**config.mk**
```make
export PLATFORM = sky130hd
export DESIGN_NAME = wb_write_arbiter
export DESIGN_NICKNAME = d
export VERILOG_FILES = /design/src/rtl/wb_write_arbiter.sv
export SDC_FILE = /design/constraint.sdc
export NUM_CORES = 1
export LEC_CHECK = 0
export BUFFER_PORTS_ARGS = -buffer_cell sky130_fd_sc_hd__buf_4
export CAP_MARGIN = 40
export CORE_UTILIZATION = 52
export DETAILED_ROUTE_END_ITERATION = 7
export GPL_ROUTABILITY_DRIVEN = 0
export PLACE_DENSITY = 0.85
export SLEW_MARGIN = 25
export SYNTH_ARGS = -nofsm -noshare
export SYNTH_HDL_FRONTEND = slang
export SYNTH_SLANG_ARGS = --single-unit
```
**constraint.sdc**
```tcl
create_clock -name clk_pi -period 8.1 [get_ports clk_pi]
set_clock_uncertainty 0.2 [all_clocks]
set_input_delay 1.62 -clock clk_pi [delete_from_list [all_inputs] [get_ports clk_pi]]
set_output_delay 1.62 -clock clk_pi [all_outputs]
set_load 0.05 [all_outputs]
```
**src/rtl/wb_write_arbiter.sv**
```systemverilog
// Writeback arbiter: merges ALU results and queued load results into one registered regfile write per cycle.
// Latency: ALU result 1 cycle, load result 2 cycles minimum (push, then pop into the output registers).
// Backpressure: ld_ready_po low only when the load queue is full; alu_ready_po low whenever a load pops instead.
// Optional macro WB_X0_FILTER_EN: results targeting x0 are consumed without asserting we_po.
module wb_write_arbiter #(
    parameter int DATA_W   = 32,
    parameter int ADDR_W   = 5,
    parameter int LQ_DEPTH = 4
) (
    input  logic                          clk_pi,
    input  logic                          reset_pi,
    input  logic                          alu_valid_pi,
    input  logic [ADDR_W-1:0]             alu_rd_pi,
    input  logic [DATA_W-1:0]             alu_data_pi,
    output logic                          alu_ready_po,
    input  logic                          ld_valid_pi,
    input  logic [ADDR_W-1:0]             ld_rd_pi,
    input  logic [DATA_W-1:0]             ld_data_pi,
    output logic                          ld_ready_po,
    output logic                          we_po,
    output logic [ADDR_W-1:0]             destReg_po,
    output logic [DATA_W-1:0]             writeData_po,
    output logic [$clog2(LQ_DEPTH):0]     lq_count_po
);

    localparam int PW = $clog2(LQ_DEPTH);
    localparam int CW = PW + 1;
    localparam int EW = ADDR_W + DATA_W;

    // Load queue storage: {rd, data} per entry
    logic [EW-1:0]     lq_mem_q [LQ_DEPTH];
    logic [PW-1:0]     rd_ptr_q, rd_ptr_d;
    logic [PW-1:0]     wr_ptr_q, wr_ptr_d;
    logic [CW-1:0]     cnt_q, cnt_d;

    // Registered regfile write port
    logic              we_q, we_d;
    logic [ADDR_W-1:0] dest_q, dest_d;
    logic [DATA_W-1:0] data_q, data_d;

    logic              lq_empty, lq_full;
    logic              pop, push, alu_take;
    logic [EW-1:0]     head;
    logic              sel_vld, issue;
    logic [ADDR_W-1:0] sel_rd;
    logic [DATA_W-1:0] sel_data;

    // Select between queue head and ALU, and compute next state for pointers and outputs
    always_comb begin
        lq_empty = (cnt_q == '0);
        lq_full  = (cnt_q == CW'(LQ_DEPTH));
        // A load drains when the ALU is idle, or forcibly when the queue is full
        pop      = !lq_empty && (lq_full || !alu_valid_pi);
        alu_take = alu_valid_pi && !pop;
        // Ready comes only from the registered count, so a pop never frees a slot for the same edge
        push     = ld_valid_pi && !lq_full;

        head     = lq_mem_q[rd_ptr_q];
        sel_vld  = pop || alu_take;
        sel_rd   = pop ? head[EW-1:DATA_W] : alu_rd_pi;
        sel_data = pop ? head[DATA_W-1:0]  : alu_data_pi;

`ifdef WB_X0_FILTER_EN
        // x0 results are consumed but never written
        issue    = sel_vld && (sel_rd != '0);
`else
        issue    = sel_vld;
`endif

        we_d     = issue;
        dest_d   = issue ? sel_rd   : dest_q;
        data_d   = issue ? sel_data : data_q;

        rd_ptr_d = pop  ? rd_ptr_q + 1'b1 : rd_ptr_q;
        wr_ptr_d = push ? wr_ptr_q + 1'b1 : wr_ptr_q;
        cnt_d    = cnt_q + {{PW{1'b0}}, push} - {{PW{1'b0}}, pop};
    end

    // Control state and output registers, cleared by synchronous reset
    always_ff @(posedge clk_pi) begin
        if (reset_pi) begin
            we_q     <= 1'b0;
            dest_q   <= '0;
            data_q   <= '0;
            rd_ptr_q <= '0;
            wr_ptr_q <= '0;
            cnt_q    <= '0;
        end else begin
            we_q     <= we_d;
            dest_q   <= dest_d;
            data_q   <= data_d;
            rd_ptr_q <= rd_ptr_d;
            wr_ptr_q <= wr_ptr_d;
            cnt_q    <= cnt_d;
        end
    end

    // Queue payload; stale contents are harmless because the count gates every read
    always_ff @(posedge clk_pi) begin
        if (push && !reset_pi) begin
            lq_mem_q[wr_ptr_q] <= {ld_rd_pi, ld_data_pi};
        end
    end

    assign alu_ready_po = !pop;
    assign ld_ready_po  = !lq_full;
    assign we_po        = we_q;
    assign destReg_po   = dest_q;
    assign writeData_po = data_q;
    assign lq_count_po  = cnt_q;

endmodule

```
After elaboration in Yosys (flattened, before gate mapping):

Memories as Yosys holds them, arrays and structs flattened. A register that Yosys moved wholly into a read port is not among the register bits.
Index checks and enable logic that the tools add are counted.

* reduce and logical (&&, ||, !) cells: 12
* add/sub/neg operators: 4
* eq/ne operators: 1
* muxes and demuxes: 6

Operators by type and width (count)
* $mux 32: 1
* $logic_not 1->1: 5
* $mux 5: 1
* $add 2x1->2 const B: 2
* $logic_and 1x1->1: 4
* $mux 2: 2
* $add 3x1->3: 1
* $eq 3x3->1 const B: 1
* $logic_not 3->1: 1
* $sub 3x1->3: 1
* $logic_or 1x1->1: 2
* $mux 1: 2

* memories: 1
* RAM bits: 148
* register bits after elaboration: 45
* output and inout port bits: 43
* input port bits: 78

Memory list
* lq_mem_q: words 4, bits a word 37, read ports 1, clocked after Yosys merged registers in 1, write ports 1, line 31 `logic [EW-1:0] lq_mem_q [LQ_DEPTH];`

Logic depth before layout (Yosys ltp):

Gate-level depths: netlist of run 1.

* depth in word-level cells: 6
* gate-level depth with buffers: 10
* mapped depth without buffers: 9

Worst setup path after synthesis of run 1:

OpenSTA, ideal clock, no wires.

* kind: input -> register
* start: input port reset_pi
* end: memory lq_mem_q[3][0] (netlist bit) (enable)
* setup slack: 2.673 ns
* stages on the path: 3
* buffers on the path: 2
* arrival time: 4.742 ns
* required time: 7.415 ns
* cell sequence: clkbuf_1 -> clkbuf_1 -> nor3b_1

* word-level cells in the longest chain between the ends: 4

Ends and longest elaborated chain
* start: declaration: line 11 `input logic reset_pi,`
* $logic_not 1->1: line 100 `if (push && !reset_pi) begin`
* $logic_and 1x1->1: line 100
* $mux 1: line 100
* $mux 1 (implied by the code): line 101 `lq_mem_q[wr_ptr_q] <= {ld_rd_pi, ld_data_pi};`
* end: declaration: line 31

Every way passes these cells.

Worst setup path after layout of run 1:

* start: input port alu_valid_pi
* end: output port alu_ready_po

* word-level cells in the longest chain between the ends: 4

Ends and longest elaborated chain
* start: declaration: line 12 `input logic alu_valid_pi,`
* $logic_not 1->1: line 53 `pop = !lq_empty && (lq_full || !alu_valid_pi);`
* $logic_or 1x1->1: line 53
* $logic_and 1x1->1: line 53
* $logic_not 1->1: line 105 `assign alu_ready_po = !pop;`
* end: declaration: line 15 `output logic alu_ready_po,`

Every way passes these cells.

==> metrics, run 1 <==
Hold Vio Cnt, Final 0; period utilization 68.37%; Max Freq 180.6 MHz; total CTS buffers 17; CTS Sinks 195; CP cell instances buf_4, o21a_2, or2_2, buf_16, buf_4; number of synthesized flops with an enable pin 148; Starting Density 53.81%; largest net degree at the start of global routing 52; Sw Share 35.85%; Worst EP arrival 3.72 ns; worst flop-to-flop path startpoint lq_count_po[1]; area share of the largest cell type after synthesis 59.04%; Netlist cell types 31; core footprint 13990 um^2; final setup vio count 0; Ports 121; Post-route DRC 0; Critical Path RT 6.28 ns; CTS tree built; crit path max fanout 39; WHS Path Cells 2; worst r2r dst lq_count_po[2]; P_leak 3.309 nW; Vias 4284; max incr delay on CP 0.60 ns; cell area after synthesis 7527 um^2; Slew headroom 53.56%; worst slew pin tran 0.6965 ns; dominant delay contributor by cell family on the critical path buffers and inverters; MaxCap Viol Count 0; Clk network pwr share 24.4%; startpoint types input port; initial antenna violation count 0; async set or reset register ratio after synthesis 0%; top cells by area, synth edfxtp_1 (59%), dfxtp_1 (13%), mux4_2 (11%); final hold slack 0.3005 ns; clk_lat worst skew 0.43 ns; Worst Setup Path Type input port to output port; Max Slew Vio Count 0; internal power 2.132 mW; cts hold-fix bufs 0; CTS root buffer clkbuf_16; final core occ 65.86%; xor and xnor fraction of the mapped netlist area 0.2327%; commonest cells in the netlist edfxtp_1 (148), dfxtp_1 (47); first-pass GRT wire length 23100 um; Total Neg Setup Slack 0 ns; switching power 1.192 mW; GRT Util Overall 21.48%; R2R setup slack 4.72 ns; Crit-path slowest cell o21a_2; register bit total from synthesis 195; Synth Area in Compound Gates 4.555%; Initial DRC Count 284; H-Tree Depth 4; combinational family with the most area after synthesis multiplexers; die height 122.3 um; minimum clock period 5.538 ns; vias in the first global route 4339; CP most frequent cell buf_4; pwr/cell area 360.8 nW/um^2; VDD IR max 0.0002400 V; DRT Wirelength 15350 um; Simple-Gate Fraction of Synth Area 3.840%; Post-CTS Setup Bufs 0; die width 122.3 um; average cell area after synthesis 18.01 um^2; Port Buffers 120; # rows 43; Worst-path clk slew 0.07 ns; Logic pwr share 36.0%; drt first pass iters 5; worst hold path type register to register; post-route ant nets 0; clock buffer depth 2; Hold Path Origin rd_ptr_q[1]; DPL Wire Length 9135 um; nets 619; most frequent cell after synthesis edfxtp_1; syn_nets 502; synth warn 0; Seq pwr share 39.6%; top_reg_cell synth edfxtp_1; Adder-Cell Fraction of Synth Area 1.097%; Yosys top cell by area edfxtp_1; PostCTS Resize Cnt 0; total global routing overflow 0; post-DR vias/cell 5.885; Crit. End Element output port; status complete, no violations; FF-to-FF path depth 10; Cells after Synth 418; Buf/Inv on CP 3; WL per Instance 21.08 um; die area 14960 um^2; RSZ-0062 raised after global routing no; # diodes 0; sequential share of the synthesized area 71.54%; P&R area growth vs syn 22.39%; mux cell area share after synthesis 16.19%; layout cells sized above 1 37.23%
worst max path at each step:
| stage | start | endpoint | cells after the start |
|---|---|---|---|
| 2_1_floorplan | reset_pi | lq_mem_q[3][0] | 3 |
| 3_3_place_gp | alu_valid_pi | alu_ready_po | 4 |
| 3_5_place_dp | alu_valid_pi | alu_ready_po | 4 |
| 4_1_cts | alu_valid_pi | alu_ready_po | 4 |
| 5_1_grt | alu_valid_pi | alu_ready_po | 5 |
| 6_report | alu_valid_pi | alu_ready_po | 5 |
sequential cells by signal, indices dropped and copies added (netlist names), named ones only:
name          count
destReg_po        5
lq_count_po       3
lq_mem_q        148
rd_ptr_q          2
we_po             1
wr_ptr_q          2
writeData_po     32
layout make-up:
type                            count  area [um^2]
Sequential cell                   195         5388
Fill cell                         959         4776
Clock buffer                       18        429.2
Tap cell                          180        225.2
Inverter                            7        26.28
Timing Repair Buffer              129         1028
Clock inverter                     14        137.6
Multi-Input combinational cell    185         1978
logic make-up after synthesis:
| kind of cell | count (synthesis) |
|---|---|
| multiplexers | 75 |
| buffers and inverters | 38 |
| XOR/XNOR | 2 |
| AO/OA/AOI/OAI | 49 |
| adder cells (fa/ha/maj) | 6 |
| flip-flops | 195 |
| AND/OR/NAND/NOR | 53 |
routing by layer:
| metal | vias to the layer above | routed length, um | share of wire [%] | GRT usage [%] |
|---|---|---|---|---|
| li1 | 1920 | - | - | - |
| met1 | 2194 | 6184 | 40 | 26.45 |
| met2 | 150 | 7900 | 51 | 36.41 |
| met3 | 20 | 996 | 6.5 | 5.530 |
| met4 | 0 | 266 | 1.7 | 8.232 |
| met5 | - | 0 | 0 | 0 |
worst register-to-register path, stage by stage (launching register included):
cell and delay [ns]:
dfxtp_1 0.39, nor3_4 0.20, buf_4 0.46, or2_2 0.49, buf_16 0.23, mux2_4 0.33
ha_1 0.20, fa_1 0.38, xnor2_1 0.20, xnor2_1 0.14, nor2_1 0.05
through the flow:
stage | setup slack [ns] | std cells | area (um^2) | power [mW]
2_1_floorplan | 2.673 | 418 | 7527 | 2.184
3_3_place_gp | 2.159 | 693 | 8563 | 2.458
3_5_place_dp | 2.372 | 695 | 8618 | 2.512
4_1_cts | 2.345 | 727 | 9185 | 3.327
5_1_grt | 2.454 | 728 | 9213 | 3.457
6_report | 2.562 | 728 | 9213 | 3.323
cell usage in the layout (no fill, tap or decap), drive strengths merged:
cell,instances
nand3,2
ha,5
a21oi,7
edfxtp,148
nor3,38
nor2,1
o21a,1
nor3b,5
inv,9
clkinv,9
or3,1
buf,129
nor2b,2
nand2,1
clkbuf,18
a211oi,37
mux2,1
clkinvlp,1
o21ai,3
or2,1
or4,1
o31ai,1
dfxtp,47
fa,1
mux2i,37
nand2b,1
xnor2,2
bufinv,2
mux4,37
power groups by stage:
stage               Clock (mW)  Sequential (mW)  Combinational [mW]
CTS                      0.824             1.32                1.18
floorplan                    0             1.61               0.574
finish                   0.811             1.32                1.20
detailed placement           0             1.34                1.18
global route             0.855             1.33                1.27
global placement             0             1.34                1.12
(Power assumes the default switching activity.)
==> inputs of run 2 (changes only) <==
ABC_AREA = 1   (was not set)
CORE_UTILIZATION = 51   (was 52)
PLACE_DENSITY = 0.86   (was 0.85)
clock period = 5 ns   (was 8.1 ns; I/O delays follow)
==> metrics, run 2 <==
sequential share of the synthesized area 66.00%; most frequent cells in the layout nand2_1 (194), edfxtp_1 (148), buf_4 (126), nand3_1 (112), inv_1 (49); total global routing overflow 0; CTS Sinks 195; Ports 121; MaxCap Viol Count 0; Starting Density 52.89%; commonest non-fill, non-tap cell in the layout nand2_1; RSZ-0062 raised after global routing no; Slew headroom 48.29%; worst slew pin tran 0.7757 ns; # rows 45; Port Buffers 120; top_reg_cell synth edfxtp_1; largest net degree at the start of global routing 75; total CTS buffers 17; first-pass GRT wire length 28610 um; syn_nets 835; drt first pass iters 5; startpoint types input port; fillcell total 1207; die width 128.5 um; initial antenna violation count 0; clk_lat worst skew 0.43 ns; average cell area after synthesis 10.86 um^2; Cells after Synth 751; top cells by area, synth edfxtp_1 (54%), dfxtp_1 (12%), nand2_1 (8.9%); layout cells sized above 1 20.88%; core footprint 15430 um^2; Max Slew Vio Count 0; PostCTS Resize Cnt 0; worst slack at placement 1.537 ns; max reg flops 148; setup ws final 1.536 ns; cell area after synthesis 8159 um^2; area share of the largest cell type after synthesis 54.47%; max incr delay on CP 0.46 ns; Initial DRC Count 629; status complete, no violations; Buf/Inv on CP 4; most frequent cell after synthesis nand2_1; Non-Filler Instances 1073; WL per Instance 17.06 um; async set or reset register ratio after synthesis 0%; CP most frequent cell buf_4; P&R area growth vs syn 20.47%; Total Neg Setup Slack 0 ns; VDD IR max 0.0003371 V; post-DR vias/cell 5.557; clock buffer depth 2; pwr/cell area 569.5 nW/um^2; DP Area 9214 um^2; GRT Util Overall 23.30%; dominant delay contributor by cell family on the critical path buffers and inverters; Netlist cell types 28; Critical Path RT 3.80 ns; crit path max fanout 43; Vias 5963; period utilization 69.29%; register bit total from synthesis 195; vias in the first global route 5617; CTS root buffer clkbuf_16; Max Freq 288.6 MHz; CP cell instances buf_4, inv_2, o21ai_4, nand2_4, inv_1, buf_4; minimum clock period 3.464 ns; Design Area, Final 9829 um^2; final core occ 63.71%; Worst EP arrival 2.26 ns; P_leak 3.805 nW; Power Total 5.598 mW; Worst Setup Path Type input port to output port; Crit-path slowest cell nand2_4; Inst Count DP 1040; H-Tree Depth 4; Yosys top cell by area edfxtp_1; synth warn 0; DPL Wire Length 11170 um; Crit. End Element output port; # diodes 0; worst hold path type register to register; Post-CTS Setup Bufs 0; die area 16510 um^2; die height 128.5 um; Hold Vio Cnt, Final 0; final hold slack 0.3202 ns; nets 933; Worst-path clk slew 0.07 ns; CTS tree built; largest register by flop count lq_mem_q; DRT Wirelength 18300 um; post-route ant nets 0; number of synthesized flops with an enable pin 148; final setup vio count 0; Post-route DRC 0; cts hold-fix bufs 0; commonest cells in the netlist nand2_1 (194), edfxtp_1 (148), nand3_1 (112)
run 2: cell count changes in the layout (fill, tap and decap cells not counted), sizes merged, moves of 35 or more:
cell / delta
nand4: +37
nand2: +196
inv: +43
o211ai: +37
mux4: -37
nor3: -37
a211oi: -37
mux2i: -37
nand3: +110
a21oi: +35
run 2: path summary, 6_finish.rpt:
kind / startpoint / endpoint / slack, ns / cells after the start
max: alu_valid_pi / alu_ready_po / 1.54 / 6
min: rd_ptr_q[1] / rd_ptr_q[1] / 0.32 / 2
max reg2reg: lq_count_po[1] / lq_count_po[2] / 2.18 / 8
min reg2reg: rd_ptr_q[1] / rd_ptr_q[1] / 0.32 / 2
run 2: layout make-up:
| class | count | area [um^2] | share of cell area [%] |
|---|---|---|---|
| Sequential cell | 195 | 5388 | 54.81 |
| Tap cell | 211 | 264.0 | 2.686 |
| Clock inverter | 5 | 75.07 | 0.7637 |
| Clock buffer | 27 | 513.0 | 5.219 |
| Multi-Input combinational cell | 448 | 2260 | 22.99 |
| Timing Repair Buffer | 134 | 1131 | 11.51 |
| Inverter | 53 | 198.9 | 2.024 |
run 2: worst register-to-register path, stage by stage (launching register included):
cell     delay (ns)
dfxtp_1        0.39
o21ai_4        0.49
nand2_4        0.47
nand2_1        0.25
nand2_1        0.08
ha_1           0.19
fa_1           0.37
and3_1         0.19
nor3_1         0.11
run 2: routing by layer:
| layer | part of all wire [%] | up-vias | track usage, % |
|---|---|---|---|
| met5 | 0 | - | 0 |
| met4 | 1.6 | 0 | 9.481 |
| met3 | 8.2 | 26 | 4.948 |
| met2 | 50 | 260 | 38.63 |
| met1 | 41 | 2849 | 29.94 |
| li1 | - | 2828 | - |
run 2: power breakdown:
| group | internal (mW) | leakage, nW | switching (mW) | total, mW |
|---|---|---|---|---|
| sequential | 1.97 | 1.73 | 0.130 | 2.10 |
| combinational | 0.651 | 1.78 | 1.51 | 2.16 |
| clock | 0.801 | 0.291 | 0.537 | 1.34 |
| total | 3.42 | 3.81 | 2.18 | 5.60 |
run 2: cell families after synthesis:
| kind of cell | Yosys count | share of synthesized area, % |
|---|---|---|
| adders and majority gates | 6 | 1.012 |
| buffers and inverters | 108 | 6.824 |
| and+or+nand+nor | 358 | 19.55 |
| AOI/OAI and AO/OA | 83 | 6.502 |
| DFF | 195 | 66.00 |
| xor gates and xnor gates | 1 | 0.1074 |
